===== src/rtl/fetch_unit.sv =====
// Instruction fetch unit: credit-limited in-order requests to instruction memory,
// a DEPTH-entry {pc, instruction} buffer to decode, redirect flush. Option macro: FETCH_PERF_EN.

module fetch_unit_chk (
    input logic clk,
    input logic rst_n,
    input logic resp_valid,
    input logic buf_full
);
    // The credit rule guarantees room for every response that arrives.
    a_no_resp_when_full: assert property (@(posedge clk) disable iff (!rst_n) !(resp_valid && buf_full))
        else $error("fetch_unit: response arrived with the instruction buffer full");
endmodule

module fetch_unit #(
    parameter logic [31:0] RESET_PC = 32'h0000_0200,
    parameter int          DEPTH    = 2
) (
    input  logic        clk,
    input  logic        rst_n,
    output logic        imem_req_valid,
    input  logic        imem_req_ready,
    output logic [31:0] imem_req_addr,
    input  logic        imem_resp_valid,
    input  logic [31:0] imem_resp_data,
    input  logic        redirect_valid,
    input  logic [31:0] redirect_pc,
    output logic        id_valid,
    input  logic        id_ready,
    output logic [31:0] id_instruction,
    output logic [31:0] id_pc
`ifdef FETCH_PERF_EN
    ,
    output logic [31:0] perf_fetch_stall_cnt,
    output logic [31:0] perf_redirect_cnt
`endif
);

    localparam int            PW       = (DEPTH > 1) ? $clog2(DEPTH) : 1;
    localparam int            CW       = $clog2(DEPTH + 1);
    localparam int            SW       = CW + 1;
    localparam logic [PW-1:0] LAST_IDX = PW'(DEPTH - 1);
    localparam logic [CW-1:0] DEPTH_C  = CW'(DEPTH);
    localparam logic [CW-1:0] ONE_C    = CW'(1);

    logic [31:0]   r_fetch_pc;
    logic [31:0]   r_resp_pc;
    logic [CW-1:0] r_out_cnt;
    logic [CW-1:0] r_drop_cnt;
    logic [CW-1:0] r_count;
    logic [PW-1:0] r_head;
    logic [PW-1:0] r_tail;
    logic [31:0]   r_pc_mem  [DEPTH];
    logic [31:0]   r_ins_mem [DEPTH];

    logic          w_pop;
    logic          w_push;
    logic          w_fire;
    logic          w_credit;
    logic [SW-1:0] w_used;
    logic [CW-1:0] w_out_nxt;
    logic [31:0]   w_redir_pc;
    logic          w_unused;

    function automatic logic [PW-1:0] ptr_inc(input logic [PW-1:0] p);
        return (p == LAST_IDX) ? {PW{1'b0}} : p + PW'(1);
    endfunction

    assign w_redir_pc = {redirect_pc[31:2], 2'b00};
    assign w_unused   = ^redirect_pc[1:0];

    assign id_valid       = (r_count != {CW{1'b0}});
    assign id_instruction = r_ins_mem[r_head];
    assign id_pc          = r_pc_mem[r_head];
    assign w_pop          = id_valid && id_ready;

    // A slot freed by this cycle's pop counts as a credit, so a latency-1 memory streams at full rate.
    assign w_used   = SW'(r_out_cnt) + SW'(r_count) - SW'(w_pop);
    assign w_credit = (w_used < SW'(DEPTH));

    assign imem_req_valid = w_credit && !redirect_valid && rst_n;
    assign imem_req_addr  = {r_fetch_pc[31:2], 2'b00};
    assign w_fire         = imem_req_valid && imem_req_ready;
    assign w_push         = imem_resp_valid && (r_drop_cnt == {CW{1'b0}}) && !redirect_valid;

    // Next outstanding-request count from issue and return.
    always_comb begin
        w_out_nxt = r_out_cnt;
        if (w_fire && !imem_resp_valid) begin
            w_out_nxt = r_out_cnt + ONE_C;
        end else if (!w_fire && imem_resp_valid) begin
            w_out_nxt = r_out_cnt - ONE_C;
        end else begin
            w_out_nxt = r_out_cnt;
        end
    end

    // Fetch address, response pc tracker, and request/drop bookkeeping.
    always_ff @(posedge clk or negedge rst_n) begin
        if (!rst_n) begin
            r_fetch_pc <= RESET_PC;
            r_resp_pc  <= RESET_PC;
            r_out_cnt  <= {CW{1'b0}};
            r_drop_cnt <= {CW{1'b0}};
        end else begin
            r_out_cnt <= w_out_nxt;
            if (redirect_valid) begin
                r_fetch_pc <= w_redir_pc;
                r_resp_pc  <= w_redir_pc;
                r_drop_cnt <= imem_resp_valid ? (r_out_cnt - ONE_C) : r_out_cnt;
            end else begin
                if (w_fire) begin
                    r_fetch_pc <= r_fetch_pc + 32'd4;
                end
                if (w_push) begin
                    r_resp_pc <= r_resp_pc + 32'd4;
                end
                if (imem_resp_valid && (r_drop_cnt != {CW{1'b0}})) begin
                    r_drop_cnt <= r_drop_cnt - ONE_C;
                end
            end
        end
    end

    // Buffer pointers and occupancy; redirect flushes regardless of a coincident pop.
    always_ff @(posedge clk or negedge rst_n) begin
        if (!rst_n) begin
            r_head  <= {PW{1'b0}};
            r_tail  <= {PW{1'b0}};
            r_count <= {CW{1'b0}};
        end else if (redirect_valid) begin
            r_head  <= {PW{1'b0}};
            r_tail  <= {PW{1'b0}};
            r_count <= {CW{1'b0}};
        end else begin
            if (w_push) begin
                r_tail <= ptr_inc(r_tail);
            end
            if (w_pop) begin
                r_head <= ptr_inc(r_head);
            end
            if (w_push && !w_pop) begin
                r_count <= r_count + ONE_C;
            end else if (w_pop && !w_push) begin
                r_count <= r_count - ONE_C;
            end else begin
                r_count <= r_count;
            end
        end
    end

    // Buffer storage; cleared on reset so the decode outputs read zero.
    always_ff @(posedge clk or negedge rst_n) begin
        if (!rst_n) begin
            for (int i = 0; i < DEPTH; i++) begin
                r_pc_mem[i]  <= 32'd0;
                r_ins_mem[i] <= 32'd0;
            end
        end else if (w_push) begin
            r_pc_mem[r_tail]  <= r_resp_pc;
            r_ins_mem[r_tail] <= imem_resp_data;
        end
    end

`ifdef FETCH_PERF_EN
    logic [31:0] r_stall_cnt;
    logic [31:0] r_redir_cnt;

    // Decode-starved cycles and redirect events.
    always_ff @(posedge clk or negedge rst_n) begin
        if (!rst_n) begin
            r_stall_cnt <= 32'd0;
            r_redir_cnt <= 32'd0;
        end else begin
            if (id_ready && !id_valid) begin
                r_stall_cnt <= r_stall_cnt + 32'd1;
            end
            if (redirect_valid) begin
                r_redir_cnt <= r_redir_cnt + 32'd1;
            end
        end
    end

    assign perf_fetch_stall_cnt = r_stall_cnt;
    assign perf_redirect_cnt    = r_redir_cnt;
`endif

    fetch_unit_chk u_chk (
        .clk        (clk),
        .rst_n      (rst_n),
        .resp_valid (imem_resp_valid),
        .buf_full   (r_count == DEPTH_C)
    );

endmodule


===== config.mk =====
export PLATFORM = sky130hd
export DESIGN_NAME = fetch_unit
export DESIGN_NICKNAME = d
export VERILOG_FILES = /design/src/rtl/fetch_unit.sv
export SDC_FILE = /design/constraint.sdc
export NUM_CORES = 1
export LEC_CHECK = 0
export BUFFER_PORTS_ARGS = -buffer_cell sky130_fd_sc_hd__buf_2
export CORE_MARGIN = 5
export CORE_UTILIZATION = 51
export CTS_CLUSTER_DIAMETER = 150
export DETAILED_ROUTE_END_ITERATION = 6
export HOLD_SLACK_MARGIN = 0.02
export PLACE_DENSITY = 0.89
export SYNTH_ARGS = -nofsm -noshare
export SYNTH_HDL_FRONTEND = slang
export SYNTH_SLANG_ARGS = --single-unit

===== constraint.sdc =====
create_clock -name clk -period 3 [get_ports clk]
set_input_delay 0.15 -clock clk [delete_from_list [all_inputs] [get_ports clk]]
set_output_delay 0.15 -clock clk [all_outputs]
set_load 0.005 [all_outputs]

# Yosys cells after proc, flatten, opt, wreduce, memory -nomap -nowiden
# Index checks and enable logic that the tools add are counted.
# totals
register_bits,200
latchBits,0
ramBits,0
mem_bits_ro,0
inputBits,70
out_inout_bits,98
wordCells,82
n_memories,0
# op_classes
n_addsub,11
multipliers,0
n_div,0
magnitude_cmp,4
n_eq_ne,0
n_shift,0
mux,28
n_bitwise,2
n_reduce_logical,26
# op_table
cell,n
2-to-1 mux 32 bit,11
bitwise mux 64 bit,2
adder 32 x 3 -> 32 bit (second input constant),2
demux 32 bit (select 1 bit),1
2-to-1 mux 2 bit,8
nonzero test 2 bit,7
logical AND 1 bit,12
2-to-1 mux 1 bit,6
subtractor 2 x 1 -> 2 bit (second input constant),3
zero test 1 bit,5
adder 2 x 1 -> 2 bit (second input constant),2
greater-or-equal comparator 2 bit (second input constant),2
NOT 1 -> 2 bit,2
adder 2 x 2 -> 3 bit,1
< comparator 3 x 2 -> 1 bit (second input constant),1
nonzero test 3 bit,1
subtractor 3 x 1 -> 3 bit,1
adder 1 bit (second input constant),2
zero test 2 bit,1
< comparator 2 x 1 -> 1 bit (second input constant),1

# Logic depth before layout (Yosys ltp)
# depth
depth_word,11
ltp_mapped,15
mapped_depth_nobuf,14

# Worst setup path after synthesis
# OpenSTA, ideal clock, no wires.
# synth_timing
path_kind,register to register
start,reg r_count[0]
end,reg r_out_cnt[1]
arrival_ns,2.765
setup_slack_ns,0.155
stages_incl_launch_ff,16
path_buffers,1
cell_sequence,dfrtp_1 inv_1 nand2_1 nand2_1 inv_1 ha_1 nand2b_1 fa_1 xnor2_1 or2_4 clkinv_2 buf_4 ha_1 xor2_1 nor2_1 xnor2_1
# synth_via
elab_chain_cells,10
# synth_rtl
item,line,source
"start, declared",50,logic [CW-1:0] r_count;
"start signal, assigned",130,r_count <= {CW{1'b0}};
"start signal, assigned",134,r_count <= {CW{1'b0}};
"start signal, assigned",143,r_count <= r_count + ONE_C;
nonzero test 2 bit (*),72,assign id_valid = (r_count != {CW{1'b0}});
via id_valid,28,"output logic id_valid,"
logical AND 1 bit (*),75,assign w_pop = id_valid && id_ready;
subtractor 3 x 1 -> 3 bit (*),78,assign w_used = SW'(r_out_cnt) + SW'(r_count) - SW'(w_pop);
< comparator 3 x 2 -> 1 bit (*),79,assign w_credit = (w_used < SW'(DEPTH));
logical AND 1 bit (*) (2 in series),81,assign imem_req_valid = w_credit && !redirect_valid && rst_n;
logical AND 1 bit (*),83,assign w_fire = imem_req_valid && imem_req_ready;
zero test 1 bit,91,end else if (!w_fire && imem_resp_valid) begin
logical AND 1 bit,91,
nonzero test 2 bit (no source line),n/a,
"end signal, assigned",103,r_out_cnt <= {CW{1'b0}};
"end signal, assigned",106,r_out_cnt <= w_out_nxt;
"end, declared",48,logic [CW-1:0] r_out_cnt;
# The timed path passes the listed nets; every way through them passes the cells marked *.
# A chain may end at the register's enable or synchronous reset.

# Worst setup path in the final report
# layout_timing
start,reg r_count[0]
end,reg r_fetch_pc[25]
# layout_via
elab_chain_cells,8
# layout_rtl
item,line,source
"parallel branches: the longest is 2 deep, another holds adder 2 x 2 -> 3 bit",n/a,
subtractor 3 x 1 -> 3 bit (*),78,
< comparator 3 x 2 -> 1 bit (*),79,
logical AND 1 bit (*) (2 in series),81,
logical AND 1 bit (*),83,
nonzero test 2 bit (no source line) (*),n/a,
"end signal, assigned",108,r_fetch_pc <= w_redir_pc;
"end signal, assigned",113,r_fetch_pc <= r_fetch_pc + 32'd4;
"end, declared",46,logic [31:0] r_fetch_pc;
# Mark *: on every way between the ends.

==> impl_results.md <==
* Status: finished clean
* Worst Path Required at 3330 ps
* Hold path start: redirect_valid
* Post-Syn Area at ~9000 um^2
* WHS Path Cells at 2
* Skew final at between 10 and 15 ps
* Post-synth top area share at 51.7%
* Worst Reg-to-Reg Cells at 14
* Synth area leader: dfrtp_1
* Initial cell density of the core at just over 50%
* P_leak at 0.00526 uW
* Yosys reg bits at 192
* TritonCTS buffer count at 17
* P&R area growth vs syn at 25.0%
* R2R Setup Slk at 160 ps
* Sequential-to-total area share from yosys stat at 52.3%
* FMAX at 352 MHz
* Drt total wl at 22,600 um
* Worst Path Arrival at 3170 ps
* Worst Path Buf+Inv at 4
* Share of layout cells above drive strength 1 at 42.8%
* WL/cell at 18.8 um
* Synth async-reset ratio at 100%
* Largest net degree at the start of global routing at 144
* Setup crit end kind: flip-flop
* Root buf cell: clkbuf_16
* Longest Clk Path Bufs at 2
* GRT overflow at 0
* Vias in the first global route at between 6,000 and 7,000
* Worst path max stage delay at 590 ps
* Area contributors post-synth: dfrtp_1 (52%), mux2_2 (23%), xor2_1 (2.8%), nand2_1 (2.0%), nand3_1 (1.5%)
* First-pass DRT Iterations at 5
* DRC errors left at 0
* Final Hold Vio Count at 0
* TritonCTS clock tree: built
* Crit-path cells: inv_2, nand2_2, nand2_2, inv_1, ha_1, nand2b_1, fa_2, nand4b_4, or2_4, clkinv_8, buf_4, nand4_1, xnor2_1, o21a_1
* Slew Viols, Final at 0
* Min-Delay Path Class: in2reg
* H-tree depth at 4
* Routed Antenna Nets at 0
* Mean Syn Cell Area at approximately 12 um^2
* Row cnt at between 40 and 50
* # setup viols final at 0
* Overall Global Routing Usage at a little over a fifth
* Unique masters post-synth at 53
* Critical R2R Launch: r_count[0]
* Final core utilization at 64.4%
* Main synth FF type: dfrtp_1
* Final net count at 1,038
* Worst setup path startpoint: r_count[0]
* Critical-path top delay cell: fa_2
* Worst Tran Pin Value at 814 ps
* GPL Wtd Cong at between 0.8 and 0.9
* Reg2Reg Capture Point: r_fetch_pc[25]
* Vias per cell at between 5 and 6
* Ys Warns at 0
* Clock Latency Late Sink at 440 ps
* # Max-Cap Violations at 0
* DIE AREA at 20,800 um^2
* Pwr Total at slightly above 9000 uW
* Clock Sink Count at 192
* Diodes inserted at 0
* Dpl hpwl at between 10,000 and 15,000 um
* Vias at 6,756
* Delay-heaviest family, CP: adder cells
* Synth Instances at 745
* Core region area at around 18,000 um^2
* EDFF count, synth at 0
* Clock-pin slew on the worst setup and hold paths at 70 ps
* Initial antenna violation count at 0
* WS Path Type: reg2reg
* Crit path launch type: flip-flop
* Final worst-path cycle share at between 90% and 100%
* PortBufs at 161
* Power per cell area at 801 nW/um^2
* DIE WIDTH at 144 um
* # IOs at 168
* Worst Hold Path EP: r_head
* Max_slew headroom at 45.8%
* Iter 0 DRT Violations at 467
* Die Height at roughly 140 um
* VDD IR-drop max at 509 uV
* Cell repeated most along the worst path: nand2_2
* Final worst path period need at approximately 2800 ps
* Setup TNS at 0 ps
* First-pass GRT wire length at 36,100 um
* Critical-path maximum fanout at 11
cell usage after synthesis, drive strengths merged, types with 10 or more instances:
cell	n
dfrtp	190
mux2	186
nand2	53
o21ai	37
buf	32
xor2	29
nand3	28
nor2	25
nand4	23
xnor2	16
a21oi	13
o211ai	13
inv	12
clkbuf	10
routing by layer:
metal | vias to the layer above | wire length [um] | GRT usage (%)
met4 | 0 | 288 | 5.30
met5 | - | 0 | 0
met2 | 291 | 10700 | 35.7
met3 | 34 | 1780 | 5.22
li1 | 3099 | - | -
met1 | 3332 | 9820 | 30.0
worst register-to-register path: cells and delay by family (launching register included):
kind / cells / cell delay, ps
xor+xnor: 1 / 170
buf+inv: 4 / 350
fa+ha+maj: 2 / 850
compound gates: 1 / 160
flops: 1 / 400
simple gates: 6 / 810
registers in the layout (all words and copies together), names as in the netlist:
signal      count
r_drop_cnt      2
r_fetch_pc     30
r_count         2
r_head          1
r_resp_pc      30
r_tail          1
r_pc_mem       60
r_ins_mem      64
r_out_cnt       2
how the worst max path moves through the flow:
stage	to	slack [ps]	cells after the start
after global routing	r_fetch_pc[25]	-20	14
after detailed placement	r_fetch_pc[5]	-90	13
after CTS	r_fetch_pc[23]	80	13
after floorplan	r_out_cnt[1]	150	15
final	r_fetch_pc[25]	160	14
after global placement	r_fetch_pc[5]	80	13
stage by stage:
stage               area (um^2)  instances  worst slack [ps]  hold slack, ps
detailed placement        10200       1108             -92.2             144
global route              11500       1203             -19.9            28.7
global placement          10200       1108              78.3             142
floorplan                  9210        748               155            -146
CTS                       11500       1202              78.6            27.6
finish                    11500       1203               158            40.1
what timing repair did:
item                       CTS  global route
hold endpoints to repair   165             0
gates resized for setup      1            12
setup buffers                0             1
pin swaps                    0             5
hold buffers                62             0
setup endpoints to repair    6            20
cell usage in the layout (no fill, tap or decap), types with 3 or more instances in the layout:
cell type	instances
o311ai_0	4
buf_4	7
nand2_1	48
and2_1	3
nor3_1	4
mux2_2	184
a211oi_1	3
xor2_1	29
a31oi_1	5
conb_1	4
inv_6	4
xnor2_1	16
and4_1	7
dlygate4sd3_1	62
nand3_1	28
buf_2	160
and3_1	9
nand2b_1	4
a21oi_1	13
clkbuf_16	17
clkinv_2	3
nand2_2	5
clkbuf_8	3
nor2_1	23
ha_1	6
buf_12	4
dfrtp_1	189
o311ai_1	4
o21ai_1	17
o211ai_1	13
o21ai_0	20
inv_1	10
nand4_1	20
cell type report:
cell class | count | area, um^2
Clock buffer | 19 | 453
Clock inverter | 13 | 150
Fill cell | 1294 | 6340
Inverter | 13 | 61.3
Multi-Input combinational cell | 501 | 4150
Sequential cell | 192 | 4810
Tap cell | 229 | 287
Timing Repair Buffer | 236 | 1590
where the power goes:
part           internal, uW  switching, uW
Combinational          1710           1220
Sequential             3420            551
Clock                  1290           1020
kinds of logic after synthesis:
group / synth area share, %
other: 0.0408
adders and majority gates: 1.03
muxes: 22.9
xor gates and xnor gates: 4.28
AOI/OAI and AO/OA: 5.98
buffers and inverters: 3.01
DFF: 52.3
and+or+nand+nor: 10.5
Power figures use the tool's default switching activity.
